===== config.mk =====
export PLATFORM = sky130hd
export DESIGN_NAME = shift_sub_divider_flat
export DESIGN_NICKNAME = d
export VERILOG_FILES = /design/src/rtl/shift_sub_divider_if.sv /design/src/rtl/shift_sub_divider.sv /design/src/flat_wrapper.sv
export SDC_FILE = /design/constraint.sdc
export NUM_CORES = 1
export LEC_CHECK = 0
export ABC_AREA = 1
export CORE_MARGIN = 5
export CORE_UTILIZATION = 35
export DETAILED_ROUTE_END_ITERATION = 10
export GPL_TIMING_DRIVEN = 0
export PLACE_DENSITY_LB_ADDON = 0.05
export RECOVER_POWER = 25
export SETUP_SLACK_MARGIN = 0.15
export SYNTH_ARGS = -nofsm -noshare
export SYNTH_HDL_FRONTEND = slang
export SYNTH_SLANG_ARGS = --single-unit

===== constraint.sdc =====
create_clock -name clk -period 3.16 [get_ports clk]
set_input_delay 0.948 -clock clk [delete_from_list [all_inputs] [get_ports clk]]
set_output_delay 0.948 -clock clk [all_outputs]
set_load 0.05 [all_outputs]

===== src/rtl/shift_sub_divider_if.sv =====
// Operand/result bundle for the shift-subtract divider.
// The master drives the request; the slave returns registered results.
interface shift_sub_divider_if #(
    parameter int WIDTH = 8
);
    logic             start;
    logic             op_signed;
    logic [WIDTH-1:0] dividend;
    logic [WIDTH-1:0] divisor;
    logic [WIDTH-1:0] quotient;
    logic [WIDTH-1:0] remainder;
    logic             busy;
    logic             done;
    logic             div_by_zero;

    modport master (
        output start, op_signed, dividend, divisor,
        input  quotient, remainder, busy, done, div_by_zero
    );

    modport slave (
        input  start, op_signed, dividend, divisor,
        output quotient, remainder, busy, done, div_by_zero
    );
endinterface


===== src/rtl/shift_sub_divider.sv =====
// Restoring shift-subtract divider, one quotient bit per clock.
// Optional two's-complement mode is enabled by defining SIGNED_DIV_EN.
module shift_sub_divider #(
    parameter int WIDTH = 8
) (
    input logic                clk,
    input logic                reset,
    shift_sub_divider_if.slave bus
);
    localparam int CW = $clog2(WIDTH + 1);

    typedef enum logic [1:0] {
        IDLE,
        RUN,
        DONE
    } state_t;

    state_t           state;
    logic [WIDTH-1:0] r;
    logic [WIDTH-1:0] q;
    logic [WIDTH-1:0] dvs;
    logic [CW-1:0]    cnt;
    logic [WIDTH-1:0] quo_q;
    logic [WIDTH-1:0] rem_q;
    logic             busy_q;
    logic             done_q;
    logic             dbz_q;

    logic [WIDTH:0]   t;
    logic [WIDTH-1:0] r_nx;
    logic [WIDTH-1:0] q_nx;
    logic [WIDTH-1:0] a_in;
    logic [WIDTH-1:0] b_in;
    logic [WIDTH-1:0] res_q;
    logic [WIDTH-1:0] res_r;

    always_comb begin
        t = {r, q[WIDTH-1]} - {1'b0, dvs};
        if (!t[WIDTH]) begin
            r_nx = t[WIDTH-1:0];
            q_nx = {q[WIDTH-2:0], 1'b1};
        end else begin
            r_nx = {r[WIDTH-2:0], q[WIDTH-1]};
            q_nx = {q[WIDTH-2:0], 1'b0};
        end
    end

`ifdef SIGNED_DIV_EN
    logic a_neg;
    logic b_neg;
    logic neg_q;
    logic neg_r;

    assign a_neg = bus.op_signed & bus.dividend[WIDTH-1];
    assign b_neg = bus.op_signed & bus.divisor[WIDTH-1];
    assign a_in  = a_neg ? -bus.dividend : bus.dividend;
    assign b_in  = b_neg ? -bus.divisor : bus.divisor;
    // Remainder follows the dividend sign (truncating division).
    assign res_q = neg_q ? -q_nx : q_nx;
    assign res_r = neg_r ? -r_nx : r_nx;

    always_ff @(posedge clk) begin
        if (!reset) begin
            neg_q <= 1'b0;
            neg_r <= 1'b0;
        end else if (state == IDLE && bus.start) begin
            neg_q <= a_neg ^ b_neg;
            neg_r <= a_neg;
        end
    end
`else
    logic unused_op_signed;

    assign unused_op_signed = bus.op_signed;
    assign a_in  = bus.dividend;
    assign b_in  = bus.divisor;
    assign res_q = q_nx;
    assign res_r = r_nx;
`endif

    always_ff @(posedge clk) begin
        if (!reset) begin
            state  <= IDLE;
            r      <= '0;
            q      <= '0;
            dvs    <= '0;
            cnt    <= '0;
            quo_q  <= '0;
            rem_q  <= '0;
            busy_q <= 1'b0;
            done_q <= 1'b0;
            dbz_q  <= 1'b0;
        end else begin
            unique case (state)
                IDLE: begin
                    if (bus.start) begin
                        r   <= '0;
                        q   <= a_in;
                        dvs <= b_in;
                        cnt <= '0;
                        if (bus.divisor == '0) begin
                            quo_q  <= '1;
                            rem_q  <= bus.dividend;
                            dbz_q  <= 1'b1;
                            done_q <= 1'b1;
                            state  <= DONE;
                        end else begin
                            busy_q <= 1'b1;
                            state  <= RUN;
                        end
                    end
                end
                RUN: begin
                    r   <= r_nx;
                    q   <= q_nx;
                    cnt <= cnt + 1'b1;
                    if (cnt == CW'(WIDTH - 1)) begin
                        quo_q  <= res_q;
                        rem_q  <= res_r;
                        dbz_q  <= 1'b0;
                        busy_q <= 1'b0;
                        done_q <= 1'b1;
                        state  <= DONE;
                    end
                end
                DONE: begin
                    done_q <= 1'b0;
                    state  <= IDLE;
                end
                default: state <= IDLE;
            endcase
        end
    end

    assign bus.quotient    = quo_q;
    assign bus.remainder   = rem_q;
    assign bus.busy        = busy_q;
    assign bus.done        = done_q;
    assign bus.div_by_zero = dbz_q;
endmodule


===== src/flat_wrapper.sv =====
// flat-port wrapper written by rule: the top's interface ports become plain ports
module shift_sub_divider_flat 
#(
    parameter int WIDTH = 8
)
  (clk, reset, bus_start, bus_op_signed, bus_dividend, bus_divisor, bus_quotient, bus_remainder, bus_busy, bus_done, bus_div_by_zero);
  shift_sub_divider_if #(.WIDTH(WIDTH)) bus_i ();
  input logic clk;
  input logic reset;
  input wire logic [$bits(bus_i.start)-1:0] bus_start;
  input wire logic [$bits(bus_i.op_signed)-1:0] bus_op_signed;
  input wire logic [$bits(bus_i.dividend)-1:0] bus_dividend;
  input wire logic [$bits(bus_i.divisor)-1:0] bus_divisor;
  output wire logic [$bits(bus_i.quotient)-1:0] bus_quotient;
  output wire logic [$bits(bus_i.remainder)-1:0] bus_remainder;
  output wire logic [$bits(bus_i.busy)-1:0] bus_busy;
  output wire logic [$bits(bus_i.done)-1:0] bus_done;
  output wire logic [$bits(bus_i.div_by_zero)-1:0] bus_div_by_zero;
  assign bus_i.start = bus_start;
  assign bus_i.op_signed = bus_op_signed;
  assign bus_i.dividend = bus_dividend;
  assign bus_i.divisor = bus_divisor;
  assign bus_quotient = bus_i.quotient;
  assign bus_remainder = bus_i.remainder;
  assign bus_busy = bus_i.busy;
  assign bus_done = bus_i.done;
  assign bus_div_by_zero = bus_i.div_by_zero;
  shift_sub_divider #(.WIDTH(WIDTH)) u_core (.clk(clk), .reset(reset), .bus(bus_i));
endmodule

### Yosys cells after proc, flatten, opt, wreduce, memory -nomap -nowiden

Cells that the tools add are included.

* output and inout port bits: 19
* logic and storage cells: 58
* bits of input ports: 20
* flip-flop bits (word level): 49

* $add $sub $neg: 2
* muxes and demuxes: 29
* equal/unequal tests: 7
* reductions and logical operators: 10

Operator list (count)
* 8-bit two-way mux: 9
* 8-bit one-hot mux with 2 select lines: 4
* 4-bit AND reduction: 3
* 9-bit by 8-bit subtractor with 9-bit output: 1
* 8-bit zero test: 1
* 4-bit one-hot mux with 2 select lines: 1
* 1-bit two-way mux: 7
* 2-bit two-way mux: 3
* 2-bit AND reduction: 3
* 4-bit by 1-bit adder with 4-bit output, second input constant: 1
* 4-bit by 3-bit == test with 1-bit output, second input constant: 1
* 4-bit two-way mux: 1
* 2-bit by 1-bit inequality test with 1-bit output, second input constant: 2
* 2-bit inequality test, second input constant: 2
* 1-bit one-hot mux with 2 select lines: 2
* 2-bit one-hot mux with 2 select lines: 1
* 1-bit one-hot mux with 3 select lines: 1
* 3-bit nonzero test: 1
* 2-bit by 1-bit == test with 1-bit output, second input constant: 1
* 2-bit == test, second input constant: 1
* 2-bit zero test: 1
* 2-bit nonzero test: 1

### Depth between registers and ports, before layout

* word-level depth: 4
* depth in mapped cells: 14
* mapped depth without buffers: 14

### Worst setup path before layout

Ideal clock, no wire load.

* kind: input to register
* start point: input port bus_divisor[5]
* end point: register u_core.rem_q[3], in the netlist u_core.bus.remainder[3]
* cell stages on the path: 9
* buffers on the path: 1
* library setup time: 0.109 ns
* required time: 3.051 ns
* arrival time: 1.841 ns
* slack: 1.210 ns
* cell sequence: nor2_1 nand2_1 o21ai_1 nand3_2 buf_4 a21oi_1 nand3_1 nand2_1 inv_1

* longest elaborated chain between the ends: 3

RTL lines
* from (decl): RTL line flat_wrapper.sv:13 `input wire logic [$bits(bus_i.divisor)-1:0] bus_divisor;`
* 8-bit zero test: RTL line shift_sub_divider.sv:101 `if (bus.divisor == '0) begin`
* 2-bit by 1-bit inequality test with 1-bit output (no source line)
* 4-bit AND reduction (no source line)
* to (signal assigned): RTL line shift_sub_divider.sv:103 `rem_q <= bus.dividend;`
* to (signal assigned): RTL line shift_sub_divider.sv:119 `rem_q <= res_r;`
* to (decl): RTL line shift_sub_divider.sv:24 `logic [WIDTH-1:0] rem_q;`

No other way between the ends.
A chain may end at the register's enable or synchronous reset.

### Final worst setup path

* start point: input port bus_divisor[5]
* end point: register u_core.quo_q[2], in the netlist u_core.bus.quotient[2]

* longest elaborated chain between the ends: 3

RTL lines
* 8-bit zero test: RTL line shift_sub_divider.sv:101
* 2-bit by 1-bit inequality test with 1-bit output (no source line)
* 4-bit AND reduction (no source line)
* to (signal assigned): RTL line shift_sub_divider.sv:118 `quo_q <= res_q;`
* to (decl): RTL line shift_sub_divider.sv:23 `logic [WIDTH-1:0] quo_q;`

No other way between the ends.

==> results.ini <==
[status]
status=finished clean

[setup_path]
critPathArrivalTime_ns=2.76
rr_endpoint=u_core.bus.remainder[3]
critical_path_depth=9
crit_chain=clkdlybuf4s50_1, nor2_1, nand2_1, o21ai_0, nand3_2, inv_2, buf_6, o21ai_0, a21oi_1
path_class=input port to flop
crit_top_cell=o21ai_0
worstPathRequired_ns=3.40
cpMaxStageDelayCell=o21ai_0
r2r_start=u_core.q[7]
rr_worst_depth=14
worstSetupEndpointType=flop
cp_max_fo=10
crit_end=u_core.bus.quotient[2]
cp_num_buf_inv=3
critPathLaunchType=input port
startpoint=bus_divisor[5]
cp_top_family=buffers and inverters
r2r_setup_slack_ns=1.04
cp_slowest_stage_delay_ns=0.43

[synthesis]
avgSynthCellArea_sq_um=6.68
ys_ff_latch=49
synth.area.top_cells=dfxtp_1 (39%), nand2_1 (13%), nand3_1 (8.5%), inv_1 (8.1%), a21oi_1 (6.3%)
netlist_instances=381
synth_compound_area_share_pct=14.3
synth_warnings=0
synthMuxAreaShare_pct=0
synth_top_area_share_pct=38.5
synth_top_family_by_area=simple AND/OR/NAND/NOR gates
synthAdderAreaFrac_pct=5.21
syn-num-nets=411
synthSimpleGateAreaFrac_pct=29.1
synth-seq-area-share_pct=38.5
synthDistinctLibCells=27
yosysTopAreaCell=dfxtp_1
netlist_area_sq_mm=0.00255
synth_xor_area_share_pct=1.03

[global_route]
grt_pass1_wl_um=11000
grt_max_degree=18
grt_overflow=0
grt_pass1_vias=2273
antenna_found_initial=0
grtUsageTotal_pct=15.7

[placement]
gp_congestion=0.865
place_area_sq_mm=0.00303
hpwl_um=5120
io_buffers=36

[cts]
path_clk_slew_ns=0.11
cts-resized-gates=0
post_cts_buffers=0
numCtsBuffers=5
cts_tree=done
clockRootBuffer=clkbuf_8
cts_hold_buf=0
cts_sinks=49
clk_latency_ns=0.32
clk_path_buf_depth=2
htreeDepth=2

[drt]
drtIter0Drc=154
routedWlPerCell_um=12.8
postRouteAntennaNets=0
first_pass_iters=4
vias_per_cell=4.66
drc=0
via_count=2443
routed_wirelength_um=6730

[sta]
rsz0062_at_grt=no
finalCriticalPeriod_ns=2.52
fin_crit_sh_pct=79.8
clock_skew_ns=0.0146
clock.fmax_ghz=0.397
hold_ws_ns=0.467
final-setup-viol-count=0
worst_slew_pin_slew_ns=0.550
maxSlewViolCount=0
report.final.hold_viol_count=0
fin_tns_setup_ns=0
relSlewSlack_pct=63.3

[power]
p_per_area_mw_per_mm2=955
power_frac_clock_pct=13.5
p_leak_nw=1.44
p_int_w=0.00150
ir_drop_uv=374
power_frac_comb_pct=56.1
p_sw_share_pct=49.7
net-switching-power_w=0.00148
p_seq_share_pct=30.4

[final_layout]
final_common_cell=nand2_1
drive_above_1_share_pct=4.47
mostFrequentLayoutCells=nand2_1 (92), inv_1 (56), dfxtp_1 (49)
area_growth_pct=22.4
diodes=0
finalNetCount=454
n_fill_cell=788
fin_area_sq_mm=0.00312

[die]
pin_count=39
fp-row-count=31
start_util_pct=35.5
design.core.area_sq_mm=0.00718
fp.dieH_um=95.3
dieArea_sq_mm=0.00908
die-width_um=95.3

[job]
cap_viol_max_count=0

[min_path]
min_path_type=flop to flop
min-delay-start=u_core.bus.done
whs_path_depth=2

==> area by class of cell <==
class	instances	area (sq um)	share of cell area (%)
Multi-Input combinational cell	258	1260	40.4
Sequential cell	49	981	31.5
Timing Repair Buffer	36	360	11.6
Inverter	59	221	7.11
Tap cell	99	124	3.97
Buffer	15	75.1	2.41
Clock buffer	5	68.8	2.21
Clock inverter	3	26.3	0.843
==> sequential cells by signal, indices dropped and copies added (netlist names) <==
register,cells
u_core.bus.div_by_zero,1
u_core.bus.quotient,8
u_core.cnt,4
u_core.q,8
u_core.bus.busy,1
u_core.state,2
u_core.r,8
u_core.dvs,8
u_core.bus.done,1
u_core.bus.remainder,8
==> worst reg2reg max path, stage by stage (launching register included) <==
cell and delay [ns]:
dfxtp_1 0.35, inv_1 0.06, ha_1 0.13, inv_1 0.07, fa_1 0.40, nand2_1 0.08
nand2_1 0.08, nand3_1 0.14, nand2_1 0.09, nand2_1 0.08, nand2_1 0.17, nand3_1 0.17
nand3_1 0.10, nand2_1 0.07, inv_1 0.04
==> Yosys cell counts (all sizes together) <==
master	n
clkinv	1
o31ai	1
a21oi	33
o21ai	29
nor3	1
inv	58
nand4	1
nor2	35
fa	1
nand2	94
buf	6
dfxtp	49
clkbuf	9
xor2	2
ha	9
nand3	44
a31oi	7
xnor2	1
==> per-stage QoR <==
step	utilization, %	instances	total power [W]	setup slack [ns]
3_5_place_dp	42.2	516	0.00260	0.473
3_3_place_gp	42.2	516	0.00260	0.508
4_1_cts	43.6	524	0.00301	0.701
2_1_floorplan	-	381	0.00212	1.21
5_1_grt	43.4	524	0.00324	0.456
6_report	43.4	524	0.00298	0.640
==> cell families (layout without fill, tap and decap cells) <==
| logic type | count (synthesis) | in the layout |
|---|---|---|
| and+or+nand+nor | 175 | 175 |
| AOI/OAI and AO/OA | 70 | 70 |
| DFF | 49 | 49 |
| xor gates and xnor gates | 3 | 3 |
| adders and majority gates | 10 | 10 |
| buffers and inverters | 74 | 118 |
==> power by group through the flow <==
stage / registers, W / logic, W / clock network, W
floorplan: 0.00121 / 0.000907 / 0
global placement: 0.000920 / 0.00168 / 0
detailed placement: 0.000921 / 0.00168 / 0
CTS: 0.000908 / 0.00169 / 0.000414
global route: 0.000934 / 0.00187 / 0.000439
finish: 0.000906 / 0.00167 / 0.000402
==> routing by layer <==
metal | routed length [um] | global-route usage (%) | up-vias | part of all wire (%)
met1 | 3500 | 23.0 | 1087 | 52
met3 | 263 | 2.76 | 10 | 3.9
met5 | 0 | 0 | - | 0
met2 | 2870 | 23.3 | 46 | 43
met4 | 94 | 4.57 | 0 | 1.4
li1 | - | - | 1300 | -
==> worst min path at each step <==
stage / endpoint / slack [ns]
after floorplan: u_core.dvs[2] / 0.44
after global placement: u_core.bus.done / 0.45
after detailed placement: u_core.bus.done / 0.46
after CTS: u_core.bus.quotient[3] / 0.47
after global routing: u_core.bus.busy / 0.49
final: u_core.bus.done / 0.47
(Power assumes the default switching activity.)
